### config.mk
export PLATFORM = sky130hd
export DESIGN_NAME = lcd_bram_fetch
export DESIGN_NICKNAME = d
export VERILOG_FILES = /design/src/rtl/lcd_bram_fetch.sv
export SDC_FILE = /design/constraint.sdc
export NUM_CORES = 1
export LEC_CHECK = 0
export BUFFER_PORTS_ARGS = -buffer_cell sky130_fd_sc_hd__buf_2
export CELL_PAD_IN_SITES_DETAIL_PLACEMENT = 1
export CELL_PAD_IN_SITES_GLOBAL_PLACEMENT = 1
export CORE_MARGIN = 10
export CORE_UTILIZATION = 29
export CTS_CLUSTER_DIAMETER = 30
export DETAILED_ROUTE_END_ITERATION = 6
export PLACE_DENSITY_LB_ADDON = 0.1
export RECOVER_POWER = 100
export SYNTH_ARGS = -nofsm -noshare
export SYNTH_HDL_FRONTEND = slang
export SYNTH_SLANG_ARGS = --single-unit
### constraint.sdc
create_clock -name clk -period 2.2 [get_ports clk]
set_input_delay 0.33 -clock clk [delete_from_list [all_inputs] [get_ports clk]]
set_output_delay 0.33 -clock clk [all_outputs]
set_load 0.02 [all_outputs]
### src/rtl/lcd_bram_fetch.sv
// Fetches one frame of LCD characters from a single-port BRAM and hands them to the LCD writer.
// Host writes share the port. Optional LCD_FETCH_BLANK_NUL_EN displays NUL bytes as spaces.
module lcd_bram_fetch #(
  parameter logic [11:0] BASE_ADDR = 12'h000,
  parameter int          NUM_CHARS = 32
) (
  input  logic        clk,
  input  logic        rst_n,
  input  logic        start,
  output logic        busy,
  output logic        frame_done,
  output logic [7:0]  char_data,
  output logic        char_valid,
  input  logic        char_ready,
  output logic        char_line,
  output logic [3:0]  char_pos,
  input  logic        host_wr_req,
  input  logic [11:0] host_addr,
  input  logic [7:0]  host_data,
  output logic        host_wr_ack,
  output logic [11:0] bram_addr,
  output logic [7:0]  bram_di,
  output logic        bram_en,
  output logic        bram_we,
  output logic        bram_ssr,
  input  logic [7:0]  bram_do
);

  // state      | meaning
  // S_IDLE     | waiting for start, port free for host
  // S_RD_ISSUE | fetcher owns the port, read issued
  // S_RD_WAIT  | read data on bram_do, captured at end of cycle
  // S_PRESENT  | character offered until char_ready
  // S_DONE     | frame_done pulse
  typedef enum logic [2:0] {
    S_IDLE,
    S_RD_ISSUE,
    S_RD_WAIT,
    S_PRESENT,
    S_DONE
  } state_t;

  localparam logic [4:0] LAST_IDX = 5'(NUM_CHARS - 1);

  state_t      r_state;
  state_t      w_next;
  logic [4:0]  r_index;
  logic [7:0]  r_char_data;
  logic        r_char_valid;
  logic        w_last;
  logic        w_fetch_rd;
  logic        w_host_grant;
  logic [11:0] w_rd_addr;
  logic [7:0]  w_capture;

  assign w_last = (r_index == LAST_IDX);

`ifdef LCD_FETCH_BLANK_NUL_EN
  assign w_capture = (bram_do == 8'h00) ? 8'h20 : bram_do;
`else
  assign w_capture = bram_do;
`endif

  always_ff @(posedge clk or negedge rst_n) begin
    if (!rst_n) r_state <= S_IDLE;
    else        r_state <= w_next;
  end

  always_comb begin
    w_next = r_state;
    case (r_state)
      S_IDLE:     if (start) w_next = S_RD_ISSUE;
      S_RD_ISSUE: w_next = S_RD_WAIT;
      S_RD_WAIT:  w_next = S_PRESENT;
      S_PRESENT:  if (char_ready) w_next = w_last ? S_DONE : S_RD_ISSUE;
      S_DONE:     w_next = S_IDLE;
      default:    w_next = S_IDLE;
    endcase
  end

  always_ff @(posedge clk or negedge rst_n) begin
    if (!rst_n) begin
      r_index      <= 5'd0;
      r_char_data  <= 8'h00;
      r_char_valid <= 1'b0;
    end else begin
      case (r_state)
        S_IDLE: if (start) r_index <= 5'd0;
        S_RD_WAIT: begin
          r_char_data  <= w_capture;
          r_char_valid <= 1'b1;
        end
        S_PRESENT: if (char_ready) begin
          r_char_valid <= 1'b0;
          if (!w_last) r_index <= r_index + 5'd1;
        end
        default: ;
      endcase
    end
  end

  // Fetcher wins only in RD_ISSUE; reset gating keeps the port quiet while rst_n is low.
  assign w_fetch_rd   = (r_state == S_RD_ISSUE);
  assign w_host_grant = host_wr_req & ~w_fetch_rd & rst_n;
  assign w_rd_addr    = BASE_ADDR + {7'd0, r_index};

  assign host_wr_ack = w_host_grant;
  assign bram_en     = w_fetch_rd | w_host_grant;
  assign bram_we     = w_host_grant;
  assign bram_addr   = w_fetch_rd ? w_rd_addr : host_addr;
  assign bram_di     = host_data;
  assign bram_ssr    = 1'b0;

  assign busy       = (r_state != S_IDLE);
  assign frame_done = (r_state == S_DONE);
  assign char_data  = r_char_data;
  assign char_valid = r_char_valid;
  assign char_line  = r_index[4];
  assign char_pos   = r_index[3:0];

endmodule
==> summary.md, run 1 <==
At the later pin of the worst-skew pair, clock insertion delay measures 300 ps. The floorplan has 21 rows. For this run, the number of Yosys warnings is 0.

The most used flip-flop cell after synthesis is dfrtp_1. Clock skew on the completed layout was measured at 10.3 ps. The logs give 300 microns for the met3 layer wire length in the routed design and 1 for the depth of the CTS H-tree. The tools report the wire length on met1 as 1090 microns. Type of destination of the critical path: an output pin. The slowest stage of the critical path belongs to the cell dfrtp_1. The synthesized design devotes to its leading area cell type 41.2% of total area.

The area of the core region was 3390 sq um; the post-synthesis async set-or-reset flop share was 100%. The total grt overflow came out at 0. In this run the static leakage power is 0.577 nW.

The run gives 8.93% as the total routing usage reported by global routing. In the final layout, the share of cells above drive strength 1 is 35.9%. In this run the power density over the cells is 1370 nW/um^2. Of all cell types, the one taking the most synthesized area is dfrtp_1. Yosys mapped a number of flops with a built-in enable equal to 0. Final count of pins violating max slew: 0. The final setup violation count is 0, and the y dimension of the die is 79.7 microns.

The clock drives 17 sinks. No sink is reached through more buffers than the 2 on the longest clock path. In this run the mean area of a mapped cell was 11.0 sq um. The post-route minimum period is 2070 ps, and the post-cts repair resize count is 0. The final period utilization was 94.0%.

The largest fanout on the critical path is 14, and the power consumption is 0.00173 W. Max-cap violations in this run came to 0. For the worst voltage drop across the vdd grid, the log shows 0.590 mV.

The first TritonRoute pass finished after 2 iterations. For the sum of routed wire length over all layers, the log shows 2930 microns. The number of antenna diodes in the final layout is 0. By area the synthesized netlist is led by dfrtp_1, mux2_2, buf_4. The logs give 37.3% for the worst slew margin relative to its limit and 4570 microns for the first-pass GRT wire length. Class of the worst hold path: input pin to register.

The count of nets left with antenna violations once routing finished came out at 0. The congestion estimate from routability-driven global placement came to 0.754. The flow ran to the end, and the final reports show no timing, DRC or antenna violations. The pin slew with the least headroom to its limit is 940 ps. The setup path with the least slack is of type register to output pin. After detailed routing, the average wire length per cell comes to 15.6 microns. Traced cell by cell, the critical path runs through nor3b_2 -> buf_4 -> mux2_2 -> buf_2. Compared with the post-synthesis result, the final layout area differs by 21.8%. Based on the critical path, the design can be clocked at up to 484 MHz.

In the final timing run, aggregate negative setup slack is 0 ps. The initial utilization of the core area, before any placement, comes to 30.5%. After the last flow step, the layout net total stands at 178. Proportion of synthesized chip area in sequential cells: 41.2%.

The run gives 94 as the cell count after synthesis. The logs give 73 for the number of top-level pins and 1740 ps for the data arrival time of the critical path. Synthesis instantiated 33 different standard cells from the library. Number of antenna violations at the first check in global routing: 0. Launching element type of the critical path: a register.

Signal routing reaches up to met4. The floorplan step defined a die boundary enclosing 6350 sq um. The mapped netlist covers 1030 sq um. Entering global routing, the biggest net connects 18 pins.

The count of buffers added on input and output ports is 55. For the worst setup path, the data required time is 1870 ps. Counting the buffers created by CTS gives 3. The floorplan step set the die width to 79.7 microns.

Counting every net in the synthesized netlist gives 129. After synthesis the netlist holds a flip-flop and latch count of 17. The peak per-stage delay on the critical path was 500 ps. The clock-pin transition on the worst setup and hold timing paths was 100 ps. For this run, design rule violations remaining after detail routing come to 0. Summed over all nets, wire length on met2 after detailed routing comes to 1510 microns. Across all layers, the routed design uses 859 vias.

In this run, the number of DRC markers left after iteration 0 of detailed routing was 42. The tree is rooted in a clkbuf_4. TritonCTS built the clock tree.

For the hold violation total from the final report, the log shows 0. The estimated wirelength of the detail-placed design is 2380 microns, and the via count of the first global-routing pass is 978. Dividing the detail-routed via count by the number of cells gives 4.57. Setup repair after global routing left no endpoint under its margin.
==> per-layer routing <==
metal  vias to the layer above  GRT usage, %
met5                         -             0
met4                         0          2.69
met3                        10          4.95
met2                        36          16.5
met1                       408          8.11
li1                        405             -
==> timing repair <==
| action | in CTS | in global routing |
|---|---|---|
| hold buffers | 0 | 1 |
| buffers inserted | 0 | 0 |
| hold endpoints to repair | 0 | 8 |
==> registers in the layout, indices dropped and copies added (netlist names) <==
signal      count
char_data       8
char_valid      1
r_index         5
r_state         3
==> metrics by stage <==
| step | hold WS [ps] | cells | cell area [sq um] | worst slack (ps) | util [%] |
|---|---|---|---|---|---|
| final | 261 | 188 | 1260 | 132 | 37.1 |
| after global routing | 242 | 188 | 1260 | 22.7 | 37.1 |
| after CTS | 17.3 | 187 | 1310 | 74.0 | 38.6 |
| after detailed placement | 349 | 183 | 1280 | 353 | 37.8 |
| after global placement | 360 | 183 | 1280 | 375 | 37.8 |
| after floorplan | 34.4 | 94 | 1030 | 355 | - |
==> final timing paths <==
check,start,slack (ps),to,depth (start not counted)
worst max-delay path,r_state[1]$_DFFE_PN0P_,130,bram_addr[1],4
worst min-delay path,bram_do[7],260,char_data[7]$_DFFE_PN0P_,2
worst min register to register,char_valid$_DFFE_PN0P_,500,char_valid$_DFFE_PN0P_,1
worst max register to register,r_index[0]$_DFFE_PN0P_,230,r_index[1]$_DFFE_PN0P_,6
min in group asynchronous,rst_n,860,r_index[3]$_DFFE_PN0P_,3
max in group asynchronous,rst_n,750,char_data[7]$_DFFE_PN0P_,3
==> worst max-delay path, delay by kind of cell (launching register included) <==
kind / cells / cell delay (ps)
flip-flops: 1 / 500
multiplexers: 1 / 350
AND/OR/NAND/NOR: 1 / 210
buffers and inverters: 2 / 380
==> synth_stat cells, drive strengths merged, types with 2 or more instances <==
library cell / n
dfrtp: 17
nand2: 4
nand3: 2
ha: 2
buf: 14
nor3b: 3
nor2: 2
mux2: 13
nand3b: 2
mux2i: 3
nor2b: 9
nand2b: 2
a21oi: 2
inv: 4
and3: 2
==> placed cells by master (no fill, tap or decap), drive strengths merged <==
cell type / n
mux2: 13
a31oi: 1
or3: 1
nor3b: 3
dlygate4sd3: 1
and3b: 1
and3: 2
o211ai: 1
nand4: 1
mux2i: 3
nand3: 2
a21oi: 2
buf: 30
o21bai: 1
clkbuf: 32
a221oi: 1
ha: 2
nand2: 4
nor2: 2
or3b: 1
a21o: 1
inv: 4
conb: 1
nand2b: 2
dfrtp: 17
nand3b: 2
nor2b: 9
nand4b: 1
o22ai: 1
==> logic make-up (layout without fill, tap and decap cells) <==
group / after synthesis / after routing / share of synthesized area [%]
simple gates: 31 / 31 / 20.2
buf+inv: 19 / 67 / 11.9
compound gates: 8 / 8 / 6.90
flops: 17 / 17 / 41.2
fa+ha+maj: 2 / 2 / 2.42
other cells: 1 / 1 / 0.363
mux: 16 / 16 / 17.1
==> report_power, final <==
group | switching [W] | internal (W)
registers | 0.000115 | 0.000453
clock network | 0.000105 | 0.0000706
logic | 0.000600 | 0.000381
total | 0.000820 | 0.000905
==> cell type report <==
class	instances	area, sq um
multi-input combinational	58	462
tap	46	57.6
fill	408	2130
sequential	17	425
clock buffer	4	26.3
inverter	4	15.0
timing repair buffer	59	273
Power figures use the tool's default switching activity.
==> inputs of run 2 (changes only) <==
CORE_UTILIZATION = 32   (was 29)
CTS_BUF_LIST = sky130_fd_sc_hd__clkbuf_4   (was default)
clock period = 2.5 ns   (was 2.2 ns; I/O delays follow)
==> summary.md, run 2 (synthesized netlist as in run 1, its figures left out) <==
The via-per-instance ratio works out to 4.70 (+2.8%). The run gives 39.8% (+2.7 points) as the utilization of the core after routing. The y dimension of the die was 76.8 microns (-3.6%). Commonest non-fill, non-tap cell in the layout: clkbuf_1. For the clock network latency to the later pin of the worst-skew pair, the log shows 290 ps (about the same). The run gives 0 (unchanged) as the number of buffers inserted for hold repair after clock tree synthesis.

The worst voltage drop across the vdd grid came out at 0.387 mV (-34%). TritonCTS built the clock tree. For the total grt overflow, the log shows 0 (unchanged). The flow ran to the end, and the final reports show no timing, DRC or antenna violations. The count of input and output buffers is 55 (unchanged), and the width of the die is 76.8 microns (-3.6%). The largest clock skew in the final design is 4.52 ps (-5.82 ps). The share of layout cells above drive strength 1 was 31.4% (-4.5 points). Final-stage net count: 176 (-1.1%). In the layout the commonest cells are clkbuf_1, buf_2, dfrtp_1. The number of flip-flops in the largest register works out to 8 (unchanged).

Compared with the post-synthesis result, the final layout area differs by 18.6%. The tools report the routability congestion estimate from global placement as 0.744 (-1.3%). The peak per-stage delay on the critical path is 530 ps (+30 ps). The worst slew margin relative to its limit was 15.1% (-22 points); the depth of the most critical reg-to-reg path was 2 (-4). The data required time at the worst endpoint was 2120 ps (+250 ps). The cell with the largest stage delay on the worst path is dfrtp_1. The cell at the root of the clock tree was clkbuf_4. The area of the core region was 3080 sq um (-9.2%).

The final period utilization is 87.3%, and the number of antenna-violating nets in the routed design is 0 (unchanged). The average wire per cell in the routed design was 15.3 microns (-1.9%); the number of CTS-inserted buffers was 3 (unchanged). The worst register-to-register path begins at r_state[1]$_DFFE_PN0P_.

The estimated wirelength of the detail-placed design came out at 2310 microns (-2.8%). The critical path is of the register to output pin type. The logs give 1 (unchanged) for the depth of the CTS H-tree and 0 (unchanged) for the number of antenna violations at the first check in global routing. The register-to-register path setup slack is 380 ps (+150 ps). The number of top-level pins was 73 (unchanged). For the final count of pins violating max slew, the log shows 0 (unchanged). Setup repair after global routing left no endpoint under its margin. The tools report the data arrival time of the critical path as 1810 ps (+70 ps). The accumulated negative setup slack is 0 ps (unchanged), and the maximum clock frequency is 458 MHz. The power density over the cells was 1220 nW/um^2 (-11%).

Static power due to leakage: 0.552 nW (-4.2%). The total of max-cap violations came out at 0 (unchanged). The total inserted antenna cells came out at 0 (unchanged). The via count of the first global-routing pass is 972 (-0.61%), and the CTS sink count is 17 (unchanged). The logs give 0 (unchanged) for the post-cts repair resize count and 2810 microns (-4.0%) for the sum of routed wire length over all layers. The run gives 5900 sq um (-7.1%) as the area enclosed by the die boundary. For the total number of vias, the log shows 864 (+0.58%).

DRC violation count after routing: 0 (unchanged). The launching element type of the critical path was a register. The run gives 4450 microns (-2.6%) as the first-pass GRT wire length. The starting density of the core is 33.6% (+3.1 points). The number of post-CTS setup repair buffers is 0 (unchanged), and the largest fanout on the critical path is 14 (unchanged). Final setup violation count: 0 (unchanged). The post-route minimum period was 2180 ps; the critical path depth was 4 (unchanged).

The class of the worst hold path was input pin to register. The first-pass iteration count of the detailed router was 2 (unchanged). The run gives 0 (unchanged) as the hold violation total from the final report. The termination of the worst setup path is bram_addr[1].

Grouping stages by cell kind, the critical path spends the most delay in flip-flops. For the total routing usage reported by global routing, the log shows 9.07% (+0.14 points). The endpoint identified for the worst register-to-register timing path is char_data[1]$_DFFE_PN0P_. The clock-pin transition on the worst setup and hold timing paths is 100 ps (about the same). Traced cell by cell, the critical path runs through nor3b_1 -> buf_4 -> mux2_2 -> clkbuf_1.

The number of cell rows is 20 (-4.8%). The number of DRC markers in iteration 0 was 9 (-79%). The total buffers and inverters traversed by the critical path works out to 2 (unchanged). The buffer levels on the longest clock path was 2 (unchanged). The worst setup path is captured at an output pin. The maximum number of pins on one net before global-route repair was 18 (unchanged).

The most critical setup path has its startpoint at r_state[0]$_DFFE_PN0P_. The pin slew with the least headroom to its limit was 1270 ps (+330 ps).
-- run 2: cell types whose count changed in the layout (fill, tap and decap cells not counted) --
cell | previous run | this run
dlygate4sd3_1 | 1 | 0
buf_4 | 2 | 1
nor3b_1 | 1 | 3
clkbuf_2 | 2 | 0
clkbuf_4 | 3 | 4
buf_2 | 28 | 25
nor3b_2 | 2 | 0
clkbuf_1 | 27 | 31
-- run 2: worst register-to-register path, delay by kind of cell (launching register included) --
family / cells / cell delay (ps)
flip-flops: 1 / 540
AND/OR/NAND/NOR: 1 / 1050
multiplexers: 1 / 430
-- run 2: how the worst min path moves through the flow --
stage / slack, ps / to / cells after the start / from
floorplan: 80 / char_data[0]$_DFFE_PN0P_ / 0 / rst_n
global placement: 400 / r_index[3]$_DFFE_PN0P_ / 2 / rst_n
detailed placement: 400 / r_state[1]$_DFFE_PN0P_ / 2 / rst_n
CTS: 70 / r_state[1]$_DFFE_PN0P_ / 2 / rst_n
global route: 300 / char_data[0]$_DFFE_PN0P_ / 2 / bram_do[0]
finish: 310 / char_data[4]$_DFFE_PN0P_ / 2 / bram_do[4]
-- run 2: report_power, final --
group          switching (W)  internal, W
Sequential          0.000119     0.000398
Combinational       0.000509     0.000312
Clock              0.0000885    0.0000729
Total               0.000717     0.000783
-- run 2: routing by layer --
metal  part of all wire, %  up-vias  routed length (microns)  global-route usage, %
met4                   1.2        0                       35                   3.53
li1                      -      402                        -                      -
met1                    39      418                     1090                   8.95
met2                    51       34                     1450                   16.1
met3                   8.6       10                      242                   4.20
met5                     0        -                        0                      0
-- run 2: area by class of cell --
class                      count  area, sq um
sequential                    17          425
timing repair buffer          57          249
multi-input combinational     58          452
fill                         409         1850
inverter                       4         15.0
tap                           44         55.1
clock buffer                   4         30.0
-- run 2: metrics by stage --
stage          hold slack [ps]  instances  worst slack (ps)  cell area (sq um)  total power (W)
5_1_grt                    302        184               201               1230          0.00163
6_report                   309        184               317               1230          0.00150
4_1_cts                   68.7        184               275               1300          0.00162
3_5_place_dp               395        180               607               1270          0.00145
2_1_floorplan             79.4         94               655               1030          0.00118
3_3_place_gp               396        180               644               1270          0.00142
